<file path="config.mk">
export PLATFORM = sky130hd
export DESIGN_NAME = upsample_nn_multiple_cores
export DESIGN_NICKNAME = d
export VERILOG_FILES = /design/src/rtl/upsample_nn_multiple_cores.sv
export SDC_FILE = /design/constraint.sdc
export NUM_CORES = 1
export LEC_CHECK = 0
export ABC_AREA = 0
export CORE_MARGIN = 5
export CORE_UTILIZATION = 40
export DETAILED_ROUTE_END_ITERATION = 7
export PLACE_DENSITY_LB_ADDON = 0.12
export SLEW_MARGIN = 40
export SYNTH_ARGS = -nofsm -noshare
export SYNTH_HDL_FRONTEND = slang
export SYNTH_SLANG_ARGS = --single-unit
</file>
<file path="constraint.sdc">
create_clock -name clk -period 10.35 [get_ports clk]
set_input_delay 1.035 -clock clk [delete_from_list [all_inputs] [get_ports clk]]
set_output_delay 1.035 -clock clk [all_outputs]
set_load 0.01 [all_outputs]
</file>
<file path="src/rtl/upsample_nn_multiple_cores.sv">
// Nearest-neighbour 2x upsampler: reads one pooled word per lane and writes it to the
// four pixels of the matching 2x2 output block. Runs 6 cycles per input pixel (RD, CAP, 4x WR).
module upsample_nn_multiple_cores #(
  parameter int IN_ADDR_W       = 11,
  parameter int OUT_ADDR_W      = 11,
  parameter int DATA_W          = 16,
  parameter int STATE_W         = 4,
  parameter int UPS1_STATE      = 12,
  parameter int UPS2_STATE      = 13,
  parameter int UPS1_IN_SIZE    = 7,
  parameter int UPS2_IN_SIZE    = 18,
  parameter int COMPUTING_CORES = 4
) (
  input  logic                                clk,
  input  logic                                reset,
  input  logic [STATE_W-1:0]                  state,
  input  logic [COMPUTING_CORES-1:0]          core_mask,
  output logic [IN_ADDR_W-1:0]                rd_addr,
  input  logic [COMPUTING_CORES*DATA_W-1:0]   rd_data,
  output logic [COMPUTING_CORES-1:0]          wr_ena,
  output logic [OUT_ADDR_W-1:0]               wr_addr,
  output logic [COMPUTING_CORES*DATA_W-1:0]   wr_data,
  output logic                                done
);

  localparam logic [STATE_W-1:0] UPS1_CODE = STATE_W'(UPS1_STATE);
  localparam logic [STATE_W-1:0] UPS2_CODE = STATE_W'(UPS2_STATE);

  typedef enum logic [2:0] {IDLE, RD, CAP, WR, FIN} fsm_e;

  fsm_e fsm_q, fsm_d;

  logic                                stage_q, stage_d;
  logic [COMPUTING_CORES-1:0]          mask_q, mask_d;
  logic [7:0]                          r_q, r_d, c_q, c_d;
  logic [1:0]                          q_q, q_d;
  logic [COMPUTING_CORES*DATA_W-1:0]   hold_q, hold_d;
  logic [IN_ADDR_W-1:0]                rd_addr_q, rd_addr_d;
  logic [COMPUTING_CORES-1:0]          wr_ena_q, wr_ena_d;
  logic [OUT_ADDR_W-1:0]               wr_addr_q, wr_addr_d;
  logic [COMPUTING_CORES*DATA_W-1:0]   wr_data_q, wr_data_d;
  logic                                done_q, done_d;

  logic                                is_ups1, is_ups2, start, abort;
  logic                                last_c, last_r;
  logic [STATE_W-1:0]                  stage_code;
  logic [7:0]                          in_sz, out_sz;

  assign is_ups1    = (state == UPS1_CODE);
  assign is_ups2    = (state == UPS2_CODE);
  assign start      = is_ups1 || is_ups2;
  assign stage_code = stage_q ? UPS2_CODE : UPS1_CODE;
  assign abort      = (state != stage_code);
  // Size follows stage_d so the IDLE->RD address already uses the new job's geometry.
  assign in_sz      = stage_d ? 8'(UPS2_IN_SIZE) : 8'(UPS1_IN_SIZE);
  assign out_sz     = {in_sz[6:0], 1'b0};
  assign last_c     = (c_q == in_sz - 8'd1);
  assign last_r     = (r_q == in_sz - 8'd1);

  always_ff @(posedge clk or negedge reset) begin
    if (!reset) fsm_q <= IDLE;
    else        fsm_q <= fsm_d;
  end

  always_comb begin
    fsm_d = fsm_q;
    case (fsm_q)
      IDLE: if (start) fsm_d = RD;
      RD:   fsm_d = abort ? IDLE : CAP;
      CAP:  fsm_d = abort ? IDLE : WR;
      WR: begin
        if (abort)                  fsm_d = IDLE;
        else if (q_q == 2'd3)       fsm_d = (last_c && last_r) ? FIN : RD;
      end
      FIN:  if (abort) fsm_d = IDLE;
      default: fsm_d = IDLE;
    endcase
  end

  always_comb begin
    stage_d = stage_q;
    mask_d  = mask_q;
    r_d     = r_q;
    c_d     = c_q;
    q_d     = q_q;
    hold_d  = hold_q;
    case (fsm_q)
      IDLE: if (start) begin
        stage_d = is_ups2;
        mask_d  = core_mask;
        r_d     = 8'd0;
        c_d     = 8'd0;
        q_d     = 2'd0;
      end
      CAP: begin
        hold_d = rd_data;
        q_d    = 2'd0;
      end
      WR: if (!abort) begin
        q_d = q_q + 2'd1;
        if (q_q == 2'd3) begin
          if (!last_c) c_d = c_q + 8'd1;
          else begin
            c_d = 8'd0;
            if (!last_r) r_d = r_q + 8'd1;
          end
        end
      end
      default: ;
    endcase

    // Output registers are loaded from next-state so they line up with the state they describe.
    rd_addr_d = rd_addr_q;
    wr_addr_d = wr_addr_q;
    wr_data_d = wr_data_q;
    wr_ena_d  = '0;
    if (fsm_d == RD)
      rd_addr_d = IN_ADDR_W'(32'(r_d) * 32'(in_sz) + 32'(c_d));
    if (fsm_d == WR) begin
      wr_ena_d  = mask_d;
      wr_data_d = hold_d;
      wr_addr_d = OUT_ADDR_W'((32'(r_d) * 32'd2 + 32'(q_d[1])) * 32'(out_sz)
                              + 32'(c_d) * 32'd2 + 32'(q_d[0]));
    end
    done_d = (fsm_d == FIN) && (fsm_q != FIN);
  end

  always_ff @(posedge clk or negedge reset) begin
    if (!reset) begin
      stage_q   <= 1'b0;
      mask_q    <= '0;
      r_q       <= '0;
      c_q       <= '0;
      q_q       <= '0;
      hold_q    <= '0;
      rd_addr_q <= '0;
      wr_ena_q  <= '0;
      wr_addr_q <= '0;
      wr_data_q <= '0;
      done_q    <= 1'b0;
    end else begin
      stage_q   <= stage_d;
      mask_q    <= mask_d;
      r_q       <= r_d;
      c_q       <= c_d;
      q_q       <= q_d;
      hold_q    <= hold_d;
      rd_addr_q <= rd_addr_d;
      wr_ena_q  <= wr_ena_d;
      wr_addr_q <= wr_addr_d;
      wr_data_q <= wr_data_d;
      done_q    <= done_d;
    end
  end

  assign rd_addr = rd_addr_q;
  assign wr_ena  = wr_ena_q;
  assign wr_addr = wr_addr_q;
  assign wr_data = wr_data_q;
  assign done    = done_q;

endmodule

</file>
==> flow_metrics.tcl, run 1 <==
set metrics [dict create \
    globalRouteMet1Util 0.208 \
    synth-compound-area-share 0.0692 \
    critical_path_class "in -> reg" \
    hpwl_mm 15.2 \
    wirelength_mm 20.2 \
    async_flop_share 1.00 \
    synth.mux.area_fraction 0.189 \
    period_minus_slack_ns 6.76 \
    cts_tree "yes" \
    synth-seq-cells 181 \
    synthAdderAreaFrac 0.116 \
    ctsLongestPathBuffers 2 \
    cts-root-buf "clkbuf_16" \
    grtUsageMet3 0.0385 \
    rows 55 \
    min_path_cells 2 \
    viasPerCell 5.10 \
    hold_viol 0 \
    numCtsBuffers 17 \
    drv_cap 0 \
    cts_sinks 181 \
    antenna_found_initial 0 \
    drtIter0Drc 231 \
    grt_max_degree 88 \
    leakage_uw 0.00564 \
    die_height_um 162 \
    synth_edf_count 0 \
    firstDrtPassIters 5 \
    io_buffer_count 164 \
    ys_types 60 \
    top_usage_layer "met2" \
    grt_usage 0.159 \
    synth_top_area_frac 0.493 \
    powerDensity_mw_per_mm2 135 \
    wl_per_cell_um 16.7 \
    h-tree-depth 4 \
    worst_ep_arrival_time_ns 7.04 \
    grt_remaining_overflow 0 \
    fin_area_sq_mm 0.0117 \
    synth_area_per_cell_sq_um 12.4 \
    die_area_sq_mm 0.0261 \
    syn_area_sq_mm 0.00919 \
    drc 0 \
    cts_resized 0 \
    synth-seq-area-share 0.493 \
    finalCritPeriodShare 0.653 \
    worstPathCellList "clkdlybuf4s50_1 > nand3b_1 > o41ai_2 > a2111o_1 > a21oi_4 > a21oi_1 > a21oi_1 > mux2i_1 > mux2i_1 > fa_1 > fa_1 > inv_1 > ha_1 > nand2_1 > o21ai_0 > nor2_1 > xnor2_1 > ha_1 > nor2_1 > a2111oi_0 > xnor2_1 > o21ai_0" \
    synth_cells 742 \
    finalSetupViolCount 0 \
    cts_hold_buf 0 \
    yosys.area.top_type "dfrtp_1" \
    max_freq_ghz 0.148 \
    io_pins 165 \
    tns_ns 0 \
    place_area_sq_mm 0.0111 \
    cts_setup_buffers 0 \
    fin_ws_ns 3.59 \
    synth_xor_xnor_area_share 0.0248 \
    ant_nets 0 \
    layout.nets 1053 \
    vias 6165 \
    crit_fanout 7 \
    met2_usage 0.267 \
    area_growth_pct 27.8 \
    core_area_sq_mm 0.0226 \
    crit_required_ns 10.63 \
    r2r_cells 20 \
    endpoint_kind "flop" \
    start_util 0.406 \
    insertion_delay_ns 0.43 \
    status "finished clean" \
    maxSlewViolCount 0 \
    fillers 1956 \
    die_x_um 162 \
    yosys_warnings 0 \
    place_ws_ns 3.16 \
    synth_top_family_by_area "multiplexers" \
    grt_pass1_wl_mm 33.4 \
    path_clk_slew_ns 0.07 \
    ys.flop_type "dfrtp_1" \
    worstMarginPinSlew_ns 0.781 \
    rsz0062_at_grt "false" \
    synth_area_leaders "dfrtp_1, mux2_2, fa_1" \
    grt_pass1_vias 6478 \
    gp_congestion 0.848 \
    hp-class "reg -> reg" \
    hold_slack_ns 0.490 \
    yosys.area_share.simple 0.0698 \
    slowest_stage "mux2i_1" \
    slowest_delay_ns 0.59 \
    start_kind "primary input" \
    drive_above_1_share 0.206 \
    insertedDiodeCount 0 \
    fin_skew_ns 0.0127 \
    peakVddDrop_mv 0.103 \
    maxSlewHeadroom 0.479 \
]
cells in the mapped netlist (3+ instances only):
cell type  instances
o21bai_1           3
o21a_1             5
mux2_2           138
a21oi_1           23
nor2_1            22
inv_1             62
ha_1              42
mux2i_1            7
dfrtp_1          181
mux2_1            10
fa_1              27
nand3_1            9
nor2b_1            6
a22o_1             3
clkbuf_1          12
o21ai_0           33
and2_1             7
xnor2_1           16
or2_2              3
a21o_1             9
xor2_1            10
buf_2              9
and3_1             5
nor4_1             3
nor3_1             9
nand2_1           45
placed cells by master, fill, tap and decap left out, drive strengths merged, types with 2 or more instances in the layout:
cell type / synthesis / routed
a2111o: 2 / 2
a2111oi: 3 / 3
a211oi: 2 / 2
a21o: 9 / 9
a21oi: 25 / 25
a22o: 3 / 3
a32o: 2 / 2
and2: 8 / 8
and3: 5 / 5
and4: 2 / 2
buf: 11 / 5
clkbuf: 12 / 18
clkdlybuf4s50: 0 / 163
clkinv: 0 / 8
conb: 2 / 6
dfrtp: 181 / 181
fa: 27 / 27
ha: 42 / 42
inv: 63 / 69
mux2: 148 / 148
mux2i: 7 / 7
nand2: 45 / 45
nand3: 10 / 10
nor2: 22 / 22
nor2b: 6 / 6
nor3: 11 / 11
nor3b: 2 / 2
nor4: 3 / 3
nor4b: 2 / 2
o21a: 5 / 5
o21ai: 35 / 35
o21bai: 3 / 3
o41ai: 2 / 2
or2: 3 / 3
xnor2: 16 / 16
xor2: 10 / 10
metrics by stage:
step / total power [uW] / util / std cells
6_report: 1590 / 0.519 / 1208
5_1_grt: 1670 / 0.519 / 1208
4_1_cts: 1620 / 0.518 / 1208
3_5_place_dp: 969 / 0.492 / 1176
3_3_place_gp: 961 / 0.492 / 1176
2_1_floorplan: 885 / - / 746
metal layers:
layer | wire length [um] | share of wire | vias up
met1 | 9070 | 0.45 | 3087
li1 | - | - | 2903
met3 | 1040 | 0.051 | 13
met2 | 9940 | 0.49 | 162
met4 | 165 | 0.0082 | 0
met5 | 0 | 0 | -
critical path: cells and delay by family:
family | cells | cell delay (ns)
compound gates | 8 | 2.13
xor+xnor | 2 | 0.31
fa+ha+maj | 4 | 1.73
buf+inv | 2 | 0.45
mux | 2 | 0.88
simple gates | 4 | 0.47
power by group:
part / switching [uW] / internal (uW)
sequential: 15.5 / 762
combinational: 76.5 / 97.1
clock: 312 / 325
total: 404 / 1180
area by class of cell:
cell class                 instances  area, sq um  share of cell area
sequential                       181         4530               0.386
timing repair buffer             168         1680               0.143
tap                              285          357              0.0304
multi-input combinational        479         4350               0.370
clock buffer                      18          429              0.0365
clock inverter                    14          163              0.0138
inverter                          63          236              0.0201
flip-flops by register name, indices dropped and copies added (netlist names), 3 cells and up:
name,count
mask_q,4
wr_ena,4
hold_q,64
c_q,8
rd_addr,11
wr_addr,11
fsm_q,3
wr_data,64
r_q,8
cell families (layout without fill, tap and decap cells):
logic type	Yosys count	after routing
buffers and inverters	86	263
AOI/OAI and AO/OA	97	97
xor gates and xnor gates	26	26
and+or+nand+nor	126	126
DFF	181	181
other	2	6
adders and majority gates	69	69
muxes	155	155
worst paths after layout:
check                                 from  slack (ns)           to
worst min register to register  wr_addr[6]        0.49   wr_addr[6]
worst min-delay path            wr_addr[6]        0.49   wr_addr[6]
max in group asynchronous            reset        8.26   hold_q[36]
min in group asynchronous            reset        0.54   hold_q[16]
worst max-delay path              state[1]        3.59  wr_addr[10]
worst max register to register    fsm_q[2]        4.29  wr_addr[10]
Note: power is estimated with default switching activity, not from simulation.
==> run 2: changes to the inputs <==
==> constraint.sdc (replaced) <==
create_clock -name clk -period 5.8 [get_ports clk]
set_input_delay 0.58 -clock clk [delete_from_list [all_inputs] [get_ports clk]]
set_output_delay 0.58 -clock clk [all_outputs]
set_load 0.01 [all_outputs]
==> flow_metrics.tcl, run 2 (same netlist as run 1, synthesis figures left out) <==
set metrics [dict create \
    drive_above_1_share 0.287 \
    comb_power_share 0.116 \
    io_buffer_count 164 \
    slowest_delay_ns 0.55 \
    max_freq_ghz 0.177 \
    viasPerCell 4.95 \
    worst_ep_arrival_time_ns 5.96 \
    crit_required_ns 6.11 \
    power_uw 2870 \
    endpoint_kind "flop" \
    die_area_sq_mm 0.0261 \
    drc 0 \
    maxSlewHeadroom 0.501 \
    p_clk_frac 0.399 \
    r2r_end "rd_addr[10]" \
    antenna_found_initial 0 \
    insertion_delay_ns 0.43 \
    layout_commonest_cell "dfrtp_1" \
    netSwitchingFraction 0.253 \
    die_x_um 162 \
    r2r_cells 22 \
    io_pins 165 \
    hold_viol 0 \
    status "finished clean" \
    cellInternalPower_uw 2140 \
    hp-class "in -> async" \
    grt_usage 0.162 \
    core_area_sq_mm 0.0226 \
    powerDensity_mw_per_mm2 229 \
    slowest_stage "fa_1" \
    leakage_uw 0.00610 \
    firstDrtPassIters 6 \
    r2r_start "fsm_q[0]" \
    finalSetupViolCount 0 \
    r2r_slack_ns 0.21 \
    die_height_um 162 \
    h-tree-depth 4 \
    path_clk_slew_ns 0.08 \
    grt_pass1_vias 6737 \
    worstMarginPinSlew_ns 0.742 \
    cpMostUsedCell "ha_1" \
    switching_power_uw 725 \
    period_minus_slack_ns 5.65 \
    layout_common_cells "dfrtp_1, clkdlybuf4s50_1, mux2_2, buf_4, inv_1" \
    hold_slack_ns 0.145 \
    wl_per_cell_um 16.0 \
    drtIter0Drc 187 \
    wirelength_mm 20.7 \
    cts-root-buf "clkbuf_16" \
    fin_skew_ns 0.0167 \
    place_inst 1257 \
    fillers 1932 \
    start_kind "primary input" \
    area_growth_pct 36.1 \
    layout.nets 1140 \
    insertedDiodeCount 0 \
    ant_nets 0 \
    cts_tree "yes" \
    critical_path_class "in -> reg" \
    worstPathCellList "clkdlybuf4s50_1 > and3b_2 > nand3_2 > a2111o_1 > a2111o_1 > nor3_2 > a22o_1 > buf_4 > inv_2 > fa_1 > inv_1 > ha_1 > ha_1 > ha_1 > fa_2 > a21oi_2 > o21ai_0 > a21oi_1 > o21bai_1 > a21oi_2 > xnor2_2 > xnor2_1 > mux2_2" \
    start_util 0.406 \
    finalCritPeriodShare 0.974 \
    hpwl_mm 15.8 \
    drv_cap 0 \
    grt_remaining_overflow 0 \
    ctsLongestPathBuffers 2 \
    rows 55 \
    cts_sinks 181 \
    crit_family "compound AO/OA/AOI/OAI gates" \
    path_buf_inv 4 \
    multi_input_area_sq_mm 0.00444 \
    gp_congestion 0.823 \
    grt_pass1_wl_mm 34.2 \
    vias 6408 \
    numCtsBuffers 17 \
    seqPwrFrac 0.485 \
    grt_max_degree 81 \
    crit_fanout 4 \
    ff_latch_area_sq_mm 0.00453 \
    maxSlewViolCount 0 \
    peakVddDrop_mv 0.208 \
    fin_cells 1295 \
]
-- run 2: cell types whose count changed in the layout (fill, tap and decap cells not counted), moves of 2 or more --
cell      change
buf_4        +87
clkbuf_8      +2
mux2i_1       -2
o21ai_0       -3
buf_6         -3
o21ai_1       +2
mux2i_2       +2
a21oi_1       -2
-- run 2: how the worst max path moves through the flow --
stage          startpoint     endpoint  slack, ns  depth (start not counted)
2_1_floorplan    state[1]  wr_addr[10]       0.23                         21
3_3_place_gp     state[2]  wr_addr[10]      -0.30                         22
3_5_place_dp     state[2]  wr_addr[10]      -0.40                         22
4_1_cts          state[2]  wr_addr[10]       0.05                         22
5_1_grt          state[3]  rd_addr[10]      -0.07                         23
6_report         state[3]  rd_addr[10]       0.15                         23
-- run 2: per-layer routing --
metal	global-route usage	vias to the layer above	routed length, um	share of wire
met2	0.280	129	10400	0.50
met5	0	-	0	0
li1	-	3073	-	-
met4	0.0357	0	168	0.0081
met1	0.208	3197	9090	0.44
met3	0.0378	9	971	0.047
-- run 2: what timing repair did --
action | CTS | global route
endpoints found under the setup margin | 0 | 3
setup buffers | 0 | 6
hold buffers | 0 | 0
endpoints found under the hold margin | 0 | 0
gates resized for setup | 0 | 22
-- run 2: cell type report --
class                      instances  share of cell area
tap                              285              0.0285
timing repair buffer             255               0.188
sequential                       181               0.362
clock inverter                    14              0.0125
inverter                          63              0.0189
multi-input combinational        479               0.355
clock buffer                      18              0.0351
-- run 2: per-stage QoR --
step / TNS, ns / util / setup slack (ns) / instance area, sq um
floorplan: 0 / - / 0.227 / 9210
detailed placement: -1.39 / 0.520 / -0.398 / 11800
global route: -0.0896 / 0.553 / -0.0684 / 12500
CTS: 0 / 0.546 / 0.0515 / 12400
finish: 0 / 0.553 / 0.151 / 12500
global placement: -0.922 / 0.519 / -0.296 / 11800
-- run 2: power groups by stage --
stage	Sequential, uW	Clock [uW]	Combinational [uW]
finish	1390	1150	332
global placement	1410	0	325
CTS	1390	1180	337
global route	1400	1240	368
floorplan	1410	0	165
detailed placement	1420	0	336
==> run 3: changes to the inputs <==
--- a/config.mk
+++ b/config.mk
@@ -7,7 +7,7 @@
 export LEC_CHECK = 0
 export ABC_AREA = 0
 export CORE_MARGIN = 5
-export CORE_UTILIZATION = 40
+export CORE_UTILIZATION = 48
 export DETAILED_ROUTE_END_ITERATION = 7
 export PLACE_DENSITY_LB_ADDON = 0.12
 export SLEW_MARGIN = 40
==> flow_metrics.tcl, run 3 (same netlist as run 1, synthesis figures left out) <==
set metrics [dict create \
    vias 6451 \
    core_area_sq_mm 0.0188 \
    place_area_sq_mm 0.0116 \
    drc 0 \
    grt_remaining_overflow 0 \
    layout.nets 1135 \
    place_ws_ns -0.466 \
    fin_skew_ns 0.0107 \
    drive_above_1_share 0.292 \
    fin_ws_ns 0.129 \
    grt_pass1_wl_mm 34.5 \
    ff_latch_area_sq_mm 0.00453 \
    comb_power_share 0.116 \
    rows 50 \
    io_buffer_count 164 \
    final_core_util 0.663 \
    insertedDiodeCount 0 \
    antenna_found_initial 0 \
    status "finished clean" \
    fin_area_sq_mm 0.0124 \
    crit_family "compound AO/OA/AOI/OAI gates" \
    path_clk_slew_ns 0.08 \
    die_x_um 148 \
    cts_tree "yes" \
    gp_congestion 0.932 \
    cts-root-buf "clkbuf_16" \
    area_growth_pct 35.4 \
    p_clk_frac 0.400 \
    start_util 0.490 \
    rsz0062_at_grt "true" \
    ant_nets 0 \
    numCtsBuffers 17 \
    wirelength_mm 21.2 \
    viasPerCell 5.21 \
    seqPwrFrac 0.484 \
    h-tree-depth 4 \
    cts_hold_buf 0 \
    crit_required_ns 6.11 \
    hold_viol 0 \
    endpoint_kind "flop" \
    die_area_sq_mm 0.0220 \
    grt_max_degree 88 \
    critical_path_class "in -> reg" \
    slowest_delay_ns 0.53 \
    path_buf_inv 5 \
    io_pins 165 \
    maxSlewHeadroom 0.466 \
    period_minus_slack_ns 5.67 \
    worstPathCellList "clkdlybuf4s50_1 > and3b_2 > nand3_2 > a2111o_1 > a2111o_1 > nor3_4 > a22o_4 > buf_4 > inv_2 > buf_4 > fa_1 > inv_1 > ha_1 > ha_4 > ha_4 > fa_2 > a21oi_2 > o21ai_1 > a21oi_1 > o21bai_1 > a21oi_2 > xnor2_1 > xnor2_1 > mux2_2" \
    crit_fanout 4 \
    start_kind "primary input" \
    max_freq_ghz 0.176 \
    switching_power_uw 741 \
    grt_pass1_vias 6808 \
    slowest_stage "fa_1" \
    insertion_delay_ns 0.43 \
    ctsLongestPathBuffers 2 \
    drtIter0Drc 236 \
    layout_common_cells "dfrtp_1, clkdlybuf4s50_1, mux2_2, buf_4, inv_1" \
    hpwl_mm 15.8 \
    grt_usage 0.196 \
    maxSlewViolCount 0 \
    die_height_um 148 \
    netSwitchingFraction 0.258 \
    wl_per_cell_um 17.1 \
    cts_sinks 181 \
    multi_input_area_sq_mm 0.00450 \
    finalCritPeriodShare 0.978 \
    leakage_uw 0.00606 \
    firstDrtPassIters 4 \
    peakVddDrop_mv 0.205 \
    finalSetupViolCount 0 \
    worstMarginPinSlew_ns 0.800 \
    hp-class "in -> async" \
    fillers 1475 \
    layout_commonest_cell "dfrtp_1" \
    cellInternalPower_uw 2130 \
    drv_cap 0 \
    worst_ep_arrival_time_ns 5.98 \
    powerDensity_mw_per_mm2 231 \
]
run 3: changes by cell type in the layout (fill, tap and decap cells not counted), sizes merged:
cell | before | now
buf | 91 | 87
clkinv | 6 | 4
clkdlybuf4s50 | 163 | 162
inv | 70 | 71
clkbuf | 19 | 17
dlymetal6s2s | 0 | 1
clkinvlp | 1 | 3
run 3: worst paths after layout:
path / start / endpoint / slack (ns) / cells past startpoint
max in group asynchronous: reset / hold_q[16] / 4.55 / 2
max: state[3] / rd_addr[10] / 0.13 / 24
min reg2reg: wr_addr[5] / wr_addr[5] / 0.48 / 2
max reg2reg: fsm_q[0] / rd_addr[10] / 0.22 / 23
min: reset / hold_q[28] / 0.13 / 1
min in group clk: wr_addr[5] / wr_addr[5] / 0.48 / 2
run 3: layout make-up:
class                   instances  area share
well taps                     234      0.0235
clock inverters                15      0.0130
repair buffers                250       0.185
multi-input cells             479       0.361
inverters                      63      0.0190
clock buffers                  17      0.0342
flip-flops and latches        181       0.364
run 3: metrics by stage:
stage / std cells / TNS [ns] / total power (uW) / hold slack, ns
after global placement: 1200 / -0.998 / 1730 / 0.466
after CTS: 1233 / 0 / 2900 / 0.147
after global routing: 1239 / -0.156 / 3010 / 0.172
final: 1239 / 0 / 2870 / 0.126
after detailed placement: 1200 / -1.76 / 1750 / 0.470
after floorplan: 746 / 0 / 1580 / 0.284
run 3: what timing repair did:
| action | CTS | global route |
|---|---|---|
| resized for setup | 1 | 32 |
| setup buffers | 1 | 6 |
| pin swaps | 2 | 16 |
| setup endpoints to repair | 1 | 5 |
| endpoints found under the hold margin | 0 | 0 |
run 3: worst reg2reg max path, cell delays in order, from the launching register on:
cell,delay [ns]
dfrtp_1,0.48
nor3_2,0.27
nand3_2,0.11
a2111o_1,0.42
a2111o_1,0.51
nor3_4,0.25
a22o_4,0.17
buf_4,0.11
inv_2,0.03
buf_4,0.13
fa_1,0.53
inv_1,0.04
ha_1,0.32
ha_4,0.23
ha_4,0.16
fa_2,0.39
a21oi_2,0.17
o21ai_1,0.08
a21oi_1,0.20
o21bai_1,0.16
a21oi_2,0.19
xnor2_1,0.15
xnor2_1,0.09
mux2_2,0.27
run 3: power by group through the flow:
stage | Clock (uW) | Sequential, uW | Combinational, uW
5_1_grt | 1230 | 1400 | 372
3_3_place_gp | 0 | 1410 | 323
2_1_floorplan | 0 | 1410 | 165
3_5_place_dp | 0 | 1420 | 335
6_report | 1150 | 1390 | 334
4_1_cts | 1170 | 1390 | 337
run 3: per-layer routing:
| metal | up-vias | routed length, um | track usage |
|---|---|---|---|
| li1 | 3053 | - | - |
| met1 | 3232 | 9050 | 0.254 |
| met2 | 138 | 10900 | 0.337 |
| met3 | 28 | 916 | 0.0417 |
| met4 | 0 | 350 | 0.0522 |
| met5 | - | 0 | 0 |
